$ cat config.mk
export PLATFORM = sky130hd
export DESIGN_NAME = program_sequencer_flat
export DESIGN_NICKNAME = d
export VERILOG_FILES = /design/src/rtl/proc_pkg.sv /design/src/rtl/program_sequencer_if.sv /design/src/rtl/program_sequencer_pc_reg.sv /design/src/rtl/program_sequencer.sv /design/src/flat_wrapper.sv
export SDC_FILE = /design/constraint.sdc
export NUM_CORES = 1
export LEC_CHECK = 0
export ABC_CLOCK_PERIOD_IN_PS = 3300
export CAP_MARGIN = 0
export CORE_MARGIN = 3
export CORE_UTILIZATION = 47
export CTS_CLUSTER_SIZE = 30
export DETAILED_ROUTE_END_ITERATION = 6
export PLACE_DENSITY = 0.91
export SLEW_MARGIN = 25
export SYNTH_ARGS = -nofsm -noshare
export SYNTH_HDL_FRONTEND = slang
export SYNTH_SLANG_ARGS = --single-unit
$ cat constraint.sdc
create_clock -name clk -period 3.3 [get_ports clk]
set_input_delay 0.495 -clock clk [delete_from_list [all_inputs] [get_ports clk]]
set_output_delay 0.495 -clock clk [all_outputs]
set_load 0.01 [all_outputs]
$ cat src/rtl/proc_pkg.sv
`default_nettype none
//------------------------------------------------------------------
// proc_pkg - opcodes, sequencer state encoding, width defaults; rev 1.0
//------------------------------------------------------------------
package proc_pkg;

    localparam int PC_W_DEF    = 8;
    localparam int INSTR_W_DEF = 10;

    localparam logic [3:0] OP_ADD   = 4'b0000;
    localparam logic [3:0] OP_SUB   = 4'b0001;
    localparam logic [3:0] OP_AND   = 4'b0010;
    localparam logic [3:0] OP_OR    = 4'b0011;
    localparam logic [3:0] OP_XOR   = 4'b0100;
    localparam logic [3:0] OP_SHL   = 4'b0101;
    localparam logic [3:0] OP_LDI   = 4'b0110;
    localparam logic [3:0] OP_LOAD  = 4'b0111;
    localparam logic [3:0] OP_STORE = 4'b1000;
    localparam logic [3:0] OP_JMP   = 4'b1001;
    localparam logic [3:0] OP_OUT   = 4'b1010;
    localparam logic [3:0] OP_HLT   = 4'b1111;

    typedef enum logic [2:0] {
        IDLE     = 3'd0,
        FETCH    = 3'd1,
        LATCH    = 3'd2,
        EXEC     = 3'd3,
        OUT_WAIT = 3'd4,
        HALT     = 3'd5
    } seq_state_t;

endpackage
`default_nettype wire

$ cat src/rtl/program_sequencer_if.sv
`default_nettype none
//------------------------------------------------------------------
// program_sequencer_if - instruction ROM port and LCD handshake; rev 1.0
//------------------------------------------------------------------
interface program_sequencer_if
    import proc_pkg::*;
#(
    parameter int PC_W    = PC_W_DEF,
    parameter int INSTR_W = INSTR_W_DEF
);
    logic [PC_W-1:0]    instr_addr;
    logic [INSTR_W-1:0] instr_rdata;
    logic               lcd_valid;
    logic [7:0]         lcd_data;
    logic               lcd_ready;

    modport master (
        output instr_addr,
        input  instr_rdata,
        output lcd_valid,
        output lcd_data,
        input  lcd_ready
    );

    modport slave (
        input  instr_addr,
        output instr_rdata,
        input  lcd_valid,
        input  lcd_data,
        output lcd_ready
    );
endinterface
`default_nettype wire

$ cat src/rtl/program_sequencer_pc_reg.sv
`default_nettype none
//------------------------------------------------------------------
// pc_reg - program counter with clear > load > increment priority; rev 1.0
//------------------------------------------------------------------
module pc_reg #(
    parameter int PC_W = 8
) (
    input  wire logic            clk,
    input  wire logic            rst_n,
    input  wire logic            clr,
    input  wire logic            load,
    input  wire logic            inc,
    input  wire logic [PC_W-1:0] load_val,
    output logic      [PC_W-1:0] pc
);
    always_ff @(posedge clk or negedge rst_n) begin
        if (!rst_n) begin
            pc <= '0;
        end else if (clr) begin
            pc <= '0;
        end else if (load) begin
            pc <= load_val;
        end else if (inc) begin
            pc <= pc + PC_W'(1);
        end
    end
endmodule
`default_nettype wire

$ cat src/rtl/program_sequencer.sv
`default_nettype none
//------------------------------------------------------------------
// program_sequencer - fetch/latch/execute sequencer with OUT stall; rev 1.0
//------------------------------------------------------------------
module program_sequencer
    import proc_pkg::*;
#(
    parameter int PC_W      = PC_W_DEF,
    parameter int INSTR_W   = INSTR_W_DEF,
    parameter int PROG_LAST = 63
) (
    input  wire logic               clk,
    input  wire logic               rst_n,
    input  wire logic               start,
    program_sequencer_if.master     bus,
    output logic      [INSTR_W-1:0] ir,
    output logic                    exec_en,
    input  wire logic [7:0]         out_data,
    output logic                    halted,
    output logic      [PC_W-1:0]    pc
);
    localparam logic [PC_W-1:0] c_last_addr = PC_W'(PROG_LAST);

    seq_state_t       r_state;
    seq_state_t       w_state_next;
    logic             w_pc_clr;
    logic             w_pc_load;
    logic             w_pc_inc;
    logic [7:0]       r_lcd_data;
    logic [3:0]       w_opcode;
    logic             w_at_last;
    logic [PC_W-1:0]  w_jmp_target;

    assign w_opcode     = ir[INSTR_W-1 -: 4];
    assign w_at_last    = (pc == c_last_addr);
    assign w_jmp_target = PC_W'(ir[5:0]);

    pc_reg #(.PC_W(PC_W)) u_pc_reg (
        .clk      (clk),
        .rst_n    (rst_n),
        .clr      (w_pc_clr),
        .load     (w_pc_load),
        .inc      (w_pc_inc),
        .load_val (w_jmp_target),
        .pc       (pc)
    );

    always_ff @(posedge clk or negedge rst_n) begin
        if (!rst_n) begin
            r_state <= IDLE;
        end else begin
            r_state <= w_state_next;
        end
    end

    always_ff @(posedge clk or negedge rst_n) begin
        if (!rst_n) begin
            ir         <= '0;
            r_lcd_data <= '0;
        end else begin
            if (r_state == LATCH) begin
                ir <= bus.instr_rdata;
            end
            if (r_state == EXEC && w_opcode == OP_OUT) begin
                r_lcd_data <= out_data;
            end
        end
    end

    // The halt check at PROG_LAST precedes the increment, so pc never wraps.
    always_comb begin
        w_state_next = r_state;
        w_pc_clr     = 1'b0;
        w_pc_load    = 1'b0;
        w_pc_inc     = 1'b0;
        case (r_state)
            IDLE, HALT: begin
                if (start) begin
                    w_pc_clr     = 1'b1;
                    w_state_next = FETCH;
                end
            end
            FETCH: w_state_next = LATCH;
            LATCH: w_state_next = EXEC;
            EXEC: begin
                case (w_opcode)
                    OP_OUT: w_state_next = OUT_WAIT;
                    OP_HLT: w_state_next = HALT;
                    OP_JMP: begin
                        w_pc_load    = 1'b1;
                        w_state_next = FETCH;
                    end
                    default: begin
                        if (w_at_last) begin
                            w_state_next = HALT;
                        end else begin
                            w_pc_inc     = 1'b1;
                            w_state_next = FETCH;
                        end
                    end
                endcase
            end
            OUT_WAIT: begin
                if (bus.lcd_ready) begin
                    if (w_at_last) begin
                        w_state_next = HALT;
                    end else begin
                        w_pc_inc     = 1'b1;
                        w_state_next = FETCH;
                    end
                end
            end
            default: w_state_next = IDLE;
        endcase
    end

    // Decoded straight from the state register so reset clears them at once.
    assign exec_en        = (r_state == EXEC);
    assign halted         = (r_state == HALT);
    assign bus.lcd_valid  = (r_state == OUT_WAIT);
    assign bus.lcd_data   = r_lcd_data;
    assign bus.instr_addr = pc;

endmodule
`default_nettype wire

$ cat src/flat_wrapper.sv
// flat-port wrapper written by rule: the top's interface ports become plain ports
module program_sequencer_flat import proc_pkg::*;
#(
    parameter int PC_W      = PC_W_DEF,
    parameter int INSTR_W   = INSTR_W_DEF,
    parameter int PROG_LAST = 63
)
  (clk, rst_n, start, ir, exec_en, out_data, halted, pc, bus_instr_addr, bus_instr_rdata, bus_lcd_valid, bus_lcd_data, bus_lcd_ready);
  program_sequencer_if #(.PC_W(PC_W), .INSTR_W(INSTR_W)) bus_i ();
  input  wire logic clk;
  input  wire logic rst_n;
  input  wire logic start;
  output logic      [INSTR_W-1:0] ir;
  output logic exec_en;
  input  wire logic [7:0] out_data;
  output logic halted;
  output logic      [PC_W-1:0] pc;
  output wire logic [$bits(bus_i.instr_addr)-1:0] bus_instr_addr;
  input wire logic [$bits(bus_i.instr_rdata)-1:0] bus_instr_rdata;
  output wire logic [$bits(bus_i.lcd_valid)-1:0] bus_lcd_valid;
  output wire logic [$bits(bus_i.lcd_data)-1:0] bus_lcd_data;
  input wire logic [$bits(bus_i.lcd_ready)-1:0] bus_lcd_ready;
  assign bus_instr_addr = bus_i.instr_addr;
  assign bus_i.instr_rdata = bus_instr_rdata;
  assign bus_lcd_valid = bus_i.lcd_valid;
  assign bus_lcd_data = bus_i.lcd_data;
  assign bus_i.lcd_ready = bus_lcd_ready;
  program_sequencer #(.PC_W(PC_W), .INSTR_W(INSTR_W), .PROG_LAST(PROG_LAST)) u_core (.clk(clk), .rst_n(rst_n), .start(start), .bus(bus_i), .ir(ir), .exec_en(exec_en), .out_data(out_data), .halted(halted), .pc(pc));
endmodule
== Word level (Yosys, flattened, before mapping) ==
Index checks and enable logic that the tools add are counted.
Cells by class
  add/subtract/negate cells: 1
  equal/unequal tests: 11
  multiplexer cells: 16
  reductions and logical operators: 6
Operators by type and width (count)
  $mux W8: 3
  $pmux W3 S5: 1
  $eq A4 B4 Y1 const B: 3
  $mux W3: 3
  $pmux W3 S3: 1
  $add A8 B1 Y8 const B: 1
  $eq A8 B6 Y1 const B: 1
  $mux W1: 7
  $eq A3 B2 Y1 const B: 2
  $eq A3 B3 Y1 const B: 2
  $eq A3 B1 Y1 const B: 1
  $logic_not A3 Y1: 1
  $reduce_bool A3 Y1: 1
  $reduce_or A3 Y1: 1
  $ne A2 B1 Y1 const B: 1
  $ne A2 B2 Y1 const B: 1
  $pmux W1 S2: 1
  $reduce_and A2 Y1: 1
  $reduce_or A2 Y1: 1
  $logic_and A1 B1 Y1: 1
Word-level totals
  bits in registers: 29
  input bits: 22
  logic and storage cells: 38

== Depth between registers and ports, before layout ==
Gate-level depths: netlist of run 1.
  depth after elaboration: 7
  gate-level depth with buffers: 8
  mapped depth without buffers: 6

== By module ==
From an unflattened synthesis of run 1, not the netlist that was laid out.
Unflattened totals
  cells, all modules: 132
  area total of the unflattened synthesis: 1546.5 um2
Modules (own cells, without submodules)
  program_sequencer: instances 1, cells each 85, area an instance 1109.8 um2, seq. area each 525.5 um2
  pc_reg: instances 1, cells each 47, area an instance 436.7 um2, seq. area each 200.2 um2

== Worst setup path after synthesis of run 1 ==
No wires, ideal clock.
  path type: register -> register
  start: register u_core.r_state[0]
  end: register u_core.u_pc_reg.pc[1]
  arrival: 1.688 ns
  data required time: 3.175 ns
  slack: 1.487 ns
  stages on the path, launching flop included: 7
  period minus slack after synthesis: 1.813 ns
  cells stage by stage: dfrtp_1 > buf_4 > nor3b_1 > and2_2 > o21ai_4 > nand2b_4 > mux2_4
On the way
  elaborated cells on any way between the ends: 11
  classes of those cells: eq/ne: 3; mux: 5; reduce/logical: 3
RTL lines
  from (decl): line program_sequencer.sv:24  | seq_state_t r_state;
  from (signal assigned): line program_sequencer.sv:52  | r_state <= w_state_next;
  $eq A3 B3 Y1
  via bus_lcd_valid: line flat_wrapper.sv:20  | output wire logic [$bits(bus_i.lcd_valid)-1:0] bus_lcd_valid;
  $pmux W1 S2: line program_sequencer.sv:76  | case (r_state)
  $reduce_bool A3 Y1 (no line)
  to (signal assigned): line program_sequencer_pc_reg.sv:22  | pc <= load_val;
  to (signal assigned): line program_sequencer_pc_reg.sv:24  | pc <= pc + PC_W'(1);
  to (decl): line program_sequencer_pc_reg.sv:14  | output logic [PC_W-1:0] pc
The timed path passes the listed nets, and every way through them passes these cells.
A chain may end at the register's enable or synchronous reset.

== Worst setup path after layout of run 1 ==
  start: register u_core.r_state[2]
  end: output port bus_lcd_valid
On the way
  longest elaborated chain between the ends: 1
RTL lines
  $eq A3 B3 Y1: line program_sequencer.sv:120  | assign bus.lcd_valid = (r_state == OUT_WAIT);
  to (decl): line flat_wrapper.sv:20
No other way between the ends.

==> results.yml, run 1 <==
synth:
  netlist_area_um2: 1600
  ys_seq_area_share_pct: 45.5
  synthAdderAreaFrac_pct: 0.784
  yosys_warnings: 0
  synth-main-ff-cell: "dfrtp_1"
  synth_simple_gate_area_share_pct: 13.6
  synth_edf_count: 0
  synth_top_family_by_area: "multiplexers"
  synth_cell_types: 40
  ys_seq_elements: 29
  synthMuxAreaShare_pct: 18.7
  synthArstFlopShare_pct: 100
  synth_cells: 135
  synth.net_count: 158
  syn_area_per_cell_um2: 11.8
  synth_compound_area_share_pct: 9.48
  synth_xor_area_share_pct: 5.49
clock_network:
  cts-htree-levels: 2
  ctsHoldBuffers: 0
  cts-buffers-inserted: 5
  cts_sinks: 29
  clockBufferDepth: 2
  clk_latency_ns: 0.33
  clkTransAtPathRegs_ns: 0.10
  cts_tree: "done"
  cts-resized-gates: 0
  post_cts_buffers: 0
  root_buffer: "clkbuf_4"
place:
  port-buffer-count: 58
  hpwl_um: 2860
  place_congestion: 0.817
setup_path:
  timing.rr.end: "u_core.u_pc_reg.pc[4]"
  reg2reg_slack_ns: 0.98
  cp_cell_sequence: "nor3b_1 > clkdlybuf4s50_1"
  cp_top_family: "buffers and inverters"
  worstSetupPathType: "reg2out"
  arrival_ns: 1.86
  rr_startpoint: "u_core.r_state[2]"
  start_kind: "flop"
  critPathMaxFanout: 12
  worst-path-buf-inv: 1
  required_ns: 2.80
  cp-end-kind: "primary output"
  rr_worst_depth: 6
  startpoint: "u_core.r_state[2]"
  slowest_delay_ns: 0.61
  slowest_stage: "clkdlybuf4s50_1"
grt:
  track_usage_pct: 19.2
  grt_overflow: 0
  antenna_found_initial: 0
  grt_pass1_vias: 1267
  grt_pass1_wl_um: 6140
  grt_max_degree: 30
drt:
  drt_iter0_drc: 34
  firstDrtPassIters: 4
  via_per_inst: 5.06
  drc_errors: 0
  drt_wl_total_um: 3620
  routedWlPerCell_um: 15.5
  via_count: 1180
  antenna_left: 0
timing:
  worstMarginPinSlew_ns: 0.792
  hold_violations: 0
  fin_worst_skew_ns: 0.00884
  report.final.slew_viol_count: 0
  max_freq_mhz: 424
  tns_ns: 0
  finalSetupViolations: 0
  fin_crit_sh_pct: 71.5
  rsz0062_at_grt: "false"
  maxSlewHeadroom_pct: 46.9
  finalCriticalPeriod_ns: 2.36
floorplanning:
  num_io_pins: 59
  die_area_um2: 4130
  die_h_um: 64.3
  initial_core_util_pct: 50.6
  core_area_um2: 3150
  fp.dieW_um: 64.3
  rows: 20
final_layout:
  drive_gt1_share_pct: 23.3
  diodes: 0
  finalNetCount: 211
  seqCellArea_um2: 726
  fillerInstances: 229
  areaGrowthSynthToFinish_pct: 40.0
  largest_reg_flops: 10
  multi_input_area_um2: 767
pwr:
  irDropWorstVdd_uv: 633
  total_power_mw: 2.27
  p_per_area_nw_per_um2: 1010
  p_leak_nw: 0.936
run:
  cap_violations: 0
worst_hold_path:
  hold_class: "reg2reg"
  hp-start: "u_core.bus.lcd_data[3]"
  hold_end: "u_core.bus.lcd_data[3]"
  holdPathStages: 1
run_status:
  outcome: "complete, no violations"
[metal layers]
layer  share of wire [%]  global-route usage (%)
met1                  38                    20.2
met2                  55                    35.8
met3                 6.6                    6.33
met4                0.75                    5.54
met5                   0                       0
[final cells by class]
cell class / instances / share of cell area [%]
Sequential cell: 29 / 32.5
Tap cell: 44 / 2.46
Clock inverter: 2 / 1.68
Multi-Input combinational cell: 90 / 34.3
Clock buffer: 6 / 2.29
Inverter: 3 / 0.504
Timing Repair Buffer: 59 / 26.3
[cell usage after synthesis (all sizes together), types with 3 or more instances]
master / n / share of area (%)
xnor2: 6 / 3.3
xor2: 4 / 2.2
nor2: 14 / 3.3
mux2: 23 / 17
nand2: 3 / 0.71
nand2b: 3 / 1.6
buf: 12 / 5.6
a211oi: 5 / 2.7
o21ai: 4 / 2.0
nand3: 3 / 0.94
dfrtp: 29 / 45
inv: 3 / 0.71
[cells by family (layout without fill, tap and decap cells)]
family / count (synthesis) / in the layout
AO/OA/AOI/OAI: 17 / 17
XOR/XNOR: 10 / 10
AND/OR/NAND/NOR: 37 / 37
multiplexers: 25 / 25
adder cells (fa/ha/maj): 1 / 1
flip-flops: 29 / 29
buffers and inverters: 16 / 70
[layout by cell type (no fill, tap or decap), types with 2 or more instances in the layout]
cell type,count
clkdlybuf4s50_1,58
dfrtp_1,29
mux2_2,18
nor2_1,14
xnor2_1,6
mux2_4,5
clkbuf_4,5
xor2_1,4
a211oi_1,4
nand2_1,3
nand3_1,3
o21ai_0,3
inv_1,2
and3_1,2
nand4_1,2
mux2i_1,2
nand2b_1,2
nor2b_1,2
a21oi_1,2
[where the power goes]
| part | leakage, nW | internal, mW | switching [mW] |
|---|---|---|---|
| logic | 0.542 | 0.743 | 0.466 |
| clock network | 0.0445 | 0.180 | 0.133 |
| registers | 0.349 | 0.525 | 0.219 |
[worst max path at each step]
stage,slack (ns),cells past startpoint,to
floorplan,1.49,6,u_core.u_pc_reg.pc[1]
global placement,1.17,6,u_core.u_pc_reg.pc[1]
detailed placement,1.03,6,u_core.u_pc_reg.pc[4]
CTS,0.94,2,bus_lcd_valid
global route,0.77,6,u_core.u_pc_reg.pc[4]
finish,0.94,2,bus_lcd_valid
[worst reg2reg max path: stages (launching register included)]
cell and delay [ns]:
dfrtp_1 0.52, nand3b_2 0.30, inv_1 0.13, nand4_1 0.43, nand2b_1 0.31, nand2b_4 0.22, mux2_4 0.31
[through the flow]
step	utilization, %	worst slack (ns)	std cells	hold WS, ns	instance area (um2)
global placement	68.1	1.17	225	0.489	2150
finish	70.9	0.941	233	0.515	2240
CTS	70.9	0.939	233	0.518	2240
global route	70.9	0.769	233	0.548	2240
detailed placement	68.1	1.03	225	0.499	2150
floorplan	-	1.49	135	0.199	1600
Note: power is estimated with default switching activity, not from simulation.
==> run 2, diff against run 1 <==
ABC_CLOCK_PERIOD_IN_PS = 2000   (was 3300)
CORE_UTILIZATION = 40   (was 47)
PLACE_DENSITY = 0.83   (was 0.91)
clock period = 2 ns   (was 3.3 ns; I/O delays follow)
==> results.yml, run 2 (same netlist as run 1, synthesis figures left out) <==
setup_path:
  cp_num_cells: 3
  slowest_stage: "clkdlybuf4s50_1"
  cp_cell_sequence: "nand3b_2 > inv_1 > clkdlybuf4s50_1"
  rr_startpoint: "u_core.u_pc_reg.pc[0]"
  arrival_ns: 1.61
  critPathMaxFanout: 4
  cp_top_family: "buffers and inverters"
  required_ns: 1.70
  worst-path-buf-inv: 2
  cp-end-kind: "primary output"
  rr_worst_depth: 6
  slowest_delay_ns: 0.56
  worstSetupPathType: "reg2out"
  timing.rr.end: "u_core.u_pc_reg.pc[3]"
  reg2reg_slack_ns: 0.16
  worstSetupEndpoint: "exec_en"
  startpoint: "u_core.r_state[2]"
  start_kind: "flop"
place:
  place_congestion: 0.798
  hpwl_um: 2770
  postPlaceCellArea_um2: 2200
  placed_cells: 236
  port-buffer-count: 58
  place_ws_ns: 0.169
worst_hold_path:
  hold_class: "in2async"
final_layout:
  final_cell_mix: "clkdlybuf4s50_1 (58), dfrtp_1 (28), mux2_2 (18)"
  finalNetCount: 218
  final_common_cell: "clkdlybuf4s50_1"
  diodes: 0
  drive_gt1_share_pct: 26.5
  fin_area_um2: 2330
  areaGrowthSynthToFinish_pct: 45.8
  largest_reg_flops: 10
  fin_cells: 244
  fin_util_pct: 62.2
  fillerInstances: 318
timing:
  maxSlewHeadroom_pct: 75.8
  tns_ns: 0
  layout_setup_ws_ns: 0.0864
  finalSetupViolations: 0
  rsz0062_at_grt: "false"
  report.final.slew_viol_count: 0
  finalCriticalPeriod_ns: 1.91
  max_freq_mhz: 523
  worstMarginPinSlew_ns: 0.362
  hold_violations: 0
  fin_crit_sh_pct: 95.7
  fin_worst_skew_ns: 0.00489
drt:
  antenna_left: 0
  firstDrtPassIters: 3
  drc_errors: 0
  drt_wl_total_um: 3550
  drt_iter0_drc: 62
  via_count: 1224
  via_per_inst: 5.02
  routedWlPerCell_um: 14.5
clock_network:
  cts-buffers-inserted: 5
  ctsHoldBuffers: 0
  post_cts_buffers: 0
  clockBufferDepth: 2
  root_buffer: "clkbuf_8"
  cts_tree: "done"
  cts-htree-levels: 2
  clk_latency_ns: 0.28
  cts-resized-gates: 1
  clkTransAtPathRegs_ns: 0.06
  cts_sinks: 29
grt:
  grt_pass1_wl_um: 6380
  grt_most_used_layer: "met2"
  met2_usage_pct: 27.2
  grt_overflow: 0
  antenna_found_initial: 0
  grt_use_met1_pct: 18.2
  grt_pass1_vias: 1364
  grt_max_degree: 30
  met3_usage_pct: 7.83
  track_usage_pct: 16.6
floorplanning:
  core_area_um2: 3740
  rows: 22
  die_area_um2: 4790
  initial_core_util_pct: 42.6
  fp.dieW_um: 69.2
  num_io_pins: 59
  die_h_um: 69.2
run_status:
  outcome: "complete, no violations"
run:
  cap_violations: 0
pwr:
  irDropWorstVdd_uv: 874
  p_leak_nw: 0.984
  p_per_area_nw_per_um2: 1680
==> run 2: power by group <==
group          switching [mW]  total [mW]  internal [mW]  leakage [nW]
combinational           0.839        2.13           1.30         0.577
clock                   0.213       0.619          0.405        0.0585
sequential              0.295        1.17          0.873         0.348
==> run 2: area by class of cell <==
class                           instances  area, um2  area share [%]
Multi-Input combinational cell         90        772            33.2
Sequential cell                        29        727            31.2
Timing Repair Buffer                   66        641            27.5
Clock buffer                            7       86.3            3.71
Tap cell                               48       60.1            2.58
Clock inverter                          1       30.0            1.29
Inverter                                3       11.3           0.484
==> run 2: how the worst min path moves through the flow <==
stage                                 from                      to  slack (ns)  cells past startpoint
finish                               rst_n   u_core.u_pc_reg.pc[1]        0.40                      2
CTS                                  rst_n            u_core.ir[4]        0.41                      2
global route                         rst_n            u_core.ir[3]        0.43                      2
detailed placement  u_core.bus.lcd_data[5]  u_core.bus.lcd_data[5]        0.50                      1
global placement    u_core.bus.lcd_data[5]  u_core.bus.lcd_data[5]        0.49                      1
floorplan                            rst_n  u_core.bus.lcd_data[0]       0.004                      0
==> run 2: routing by layer <==
layer  vias up  part of all wire, %
met4         0                  2.2
met2        40                   48
met3        10                  8.6
met1       589                   41
li1        585                    -
met5         -                    0
==> run 2: through the flow <==
step / hold WS, ns / power (mW)
2_1_floorplan: 0.00441 / 2.44
3_3_place_gp: 0.490 / 3.23
3_5_place_dp: 0.497 / 3.31
4_1_cts: 0.406 / 3.96
5_1_grt: 0.431 / 4.20
6_report: 0.402 / 3.92
==> run 3, diff against run 2 <==
ABC_CLOCK_PERIOD_IN_PS = 1700   (was 2000)
clock period = 1.7 ns   (was 2 ns; I/O delays follow)
==> results.yml, run 3 (same netlist as run 1, synthesis figures left out) <==
run_status:
  outcome: "complete, no violations"
grt:
  grt_pass1_wl_um: 6460
  grt_overflow: 0
  track_usage_pct: 16.9
  antenna_found_initial: 0
  grt_pass1_vias: 1324
  grt_max_degree: 30
clock_network:
  cts-htree-levels: 2
  cts_sinks: 29
  clk_latency_ns: 0.29
  clockBufferDepth: 2
  cts-buffers-inserted: 5
  ctsHoldBuffers: 0
  clkTransAtPathRegs_ns: 0.06
  cts_tree: "done"
  root_buffer: "clkbuf_8"
drt:
  antenna_left: 0
  drt_iter0_drc: 54
  firstDrtPassIters: 4
  drt_wl_total_um: 4110
  via_count: 1345
  routedWlPerCell_um: 15.7
  drc_errors: 0
  via_per_inst: 5.13
setup_path:
  startpoint: "u_core.u_pc_reg.pc[0]"
  arrival_ns: 1.84
  critPathMaxFanout: 5
  start_kind: "flop"
  worstSetupPathType: "reg2reg"
  cp-end-kind: "flop"
  required_ns: 1.87
  rr_startpoint: "u_core.u_pc_reg.pc[0]"
floorplanning:
  die_area_um2: 4790
  fp.dieW_um: 69.2
  core_area_um2: 3740
  initial_core_util_pct: 42.6
  num_io_pins: 59
  die_h_um: 69.2
  rows: 22
final_layout:
  drive_gt1_share_pct: 39.3
  fin_area_um2: 2520
  fin_cells: 262
  final_cell_mix: "clkdlybuf4s50_1 (55), buf_4 (24), dfrtp_1 (21)"
  diodes: 0
  finalNetCount: 236
  largest_reg_flops: 10
  areaGrowthSynthToFinish_pct: 57.8
  final_common_cell: "clkdlybuf4s50_1"
  fillerInstances: 295
timing:
  report.final.slew_viol_count: 0
  fin_crit_sh_pct: 98.5
  finalCriticalPeriod_ns: 1.67
  finalSetupViolations: 0
  fin_worst_skew_ns: 0.00509
  maxSlewHeadroom_pct: 74.8
  hold_violations: 0
  max_freq_mhz: 597
  worstMarginPinSlew_ns: 0.378
worst_hold_path:
  hold_class: "in2async"
pwr:
  p_per_area_nw_per_um2: 2000
  total_power_mw: 5.04
  p_leak_nw: 1.10
  irDropWorstVdd_uv: 1070
place:
  placed_cells: 250
  postPlaceCellArea_um2: 2330
  port-buffer-count: 58
  place_congestion: 0.771
  hpwl_um: 3010
run:
  cap_violations: 0
==> run 3: changes by cell type in the layout (fill, tap and decap cells not counted), sizes merged <==
cell,change
buf,+17
clkbuf,+1
clkdlybuf4s50,-3
dlygate4sd2,+3
==> run 3: worst paths after layout <==
check / end / slack [ns] / cells past startpoint
min reg2reg: u_core.bus.lcd_data[5] / 0.51 / 1
min in group clk: u_core.bus.lcd_data[5] / 0.51 / 1
max in group asynchronous: u_core.u_pc_reg.pc[1] / 1.04 / 2
min: u_core.bus.lcd_data[6] / 0.36 / 2
max: u_core.u_pc_reg.pc[1] / 0.03 / 6
max reg2reg: u_core.u_pc_reg.pc[1] / 0.03 / 6
==> run 3: layout make-up <==
type,instances,area (um2),share of cell area (%)
sequential,29,736,29.2
clock inverter,1,30.0,1.19
inverter,3,11.3,0.447
clock buffer,7,86.3,3.43
timing repair buffer,84,773,30.7
multi-input combinational,90,822,32.6
tap,48,60.1,2.38
==> run 3: power breakdown <==
group,internal [mW],switching (mW),total (mW)
Clock,0.477,0.268,0.745
Combinational,1.77,1.20,2.97
Sequential,1.04,0.281,1.32
==> run 3: metrics by stage <==
step                      setup TNS (ns)  hold slack [ns]  setup slack [ns]  util [%]
after global placement                 0            0.488            0.0379      62.4
after detailed placement               0            0.497           0.00111      62.4
after CTS                              0            0.364           0.00904      65.4
after global routing             -0.0366            0.405           -0.0167      67.3
after floorplan                        0          -0.0406           0.00499         -
final                                  0            0.363            0.0256      67.3
==> run 3: what timing repair did <==
item,4_1_cts,5_1_grt
setup endpoints to repair,6,7
gates resized for setup,5,10
pin swaps,1,5
cloned,0,0
setup buffers,0,4
==> run 3: metal layers <==
layer | global-route usage [%] | wire length, um | vias to the layer above
met5 | 0 | 0 | -
met4 | 5.86 | 57 | 0
met3 | 7.39 | 336 | 7
met2 | 29.3 | 2140 | 47
met1 | 18.3 | 1580 | 664
li1 | - | - | 627
==> run 3: critical path, cell delays in order, from the launching register on <==
cell and delay (ns):
dfrtp_2 0.39, ha_4 0.15, nand2_2 0.05, or4_4 0.44, o21ai_4 0.10, nand2b_4 0.11
mux2_4 0.31
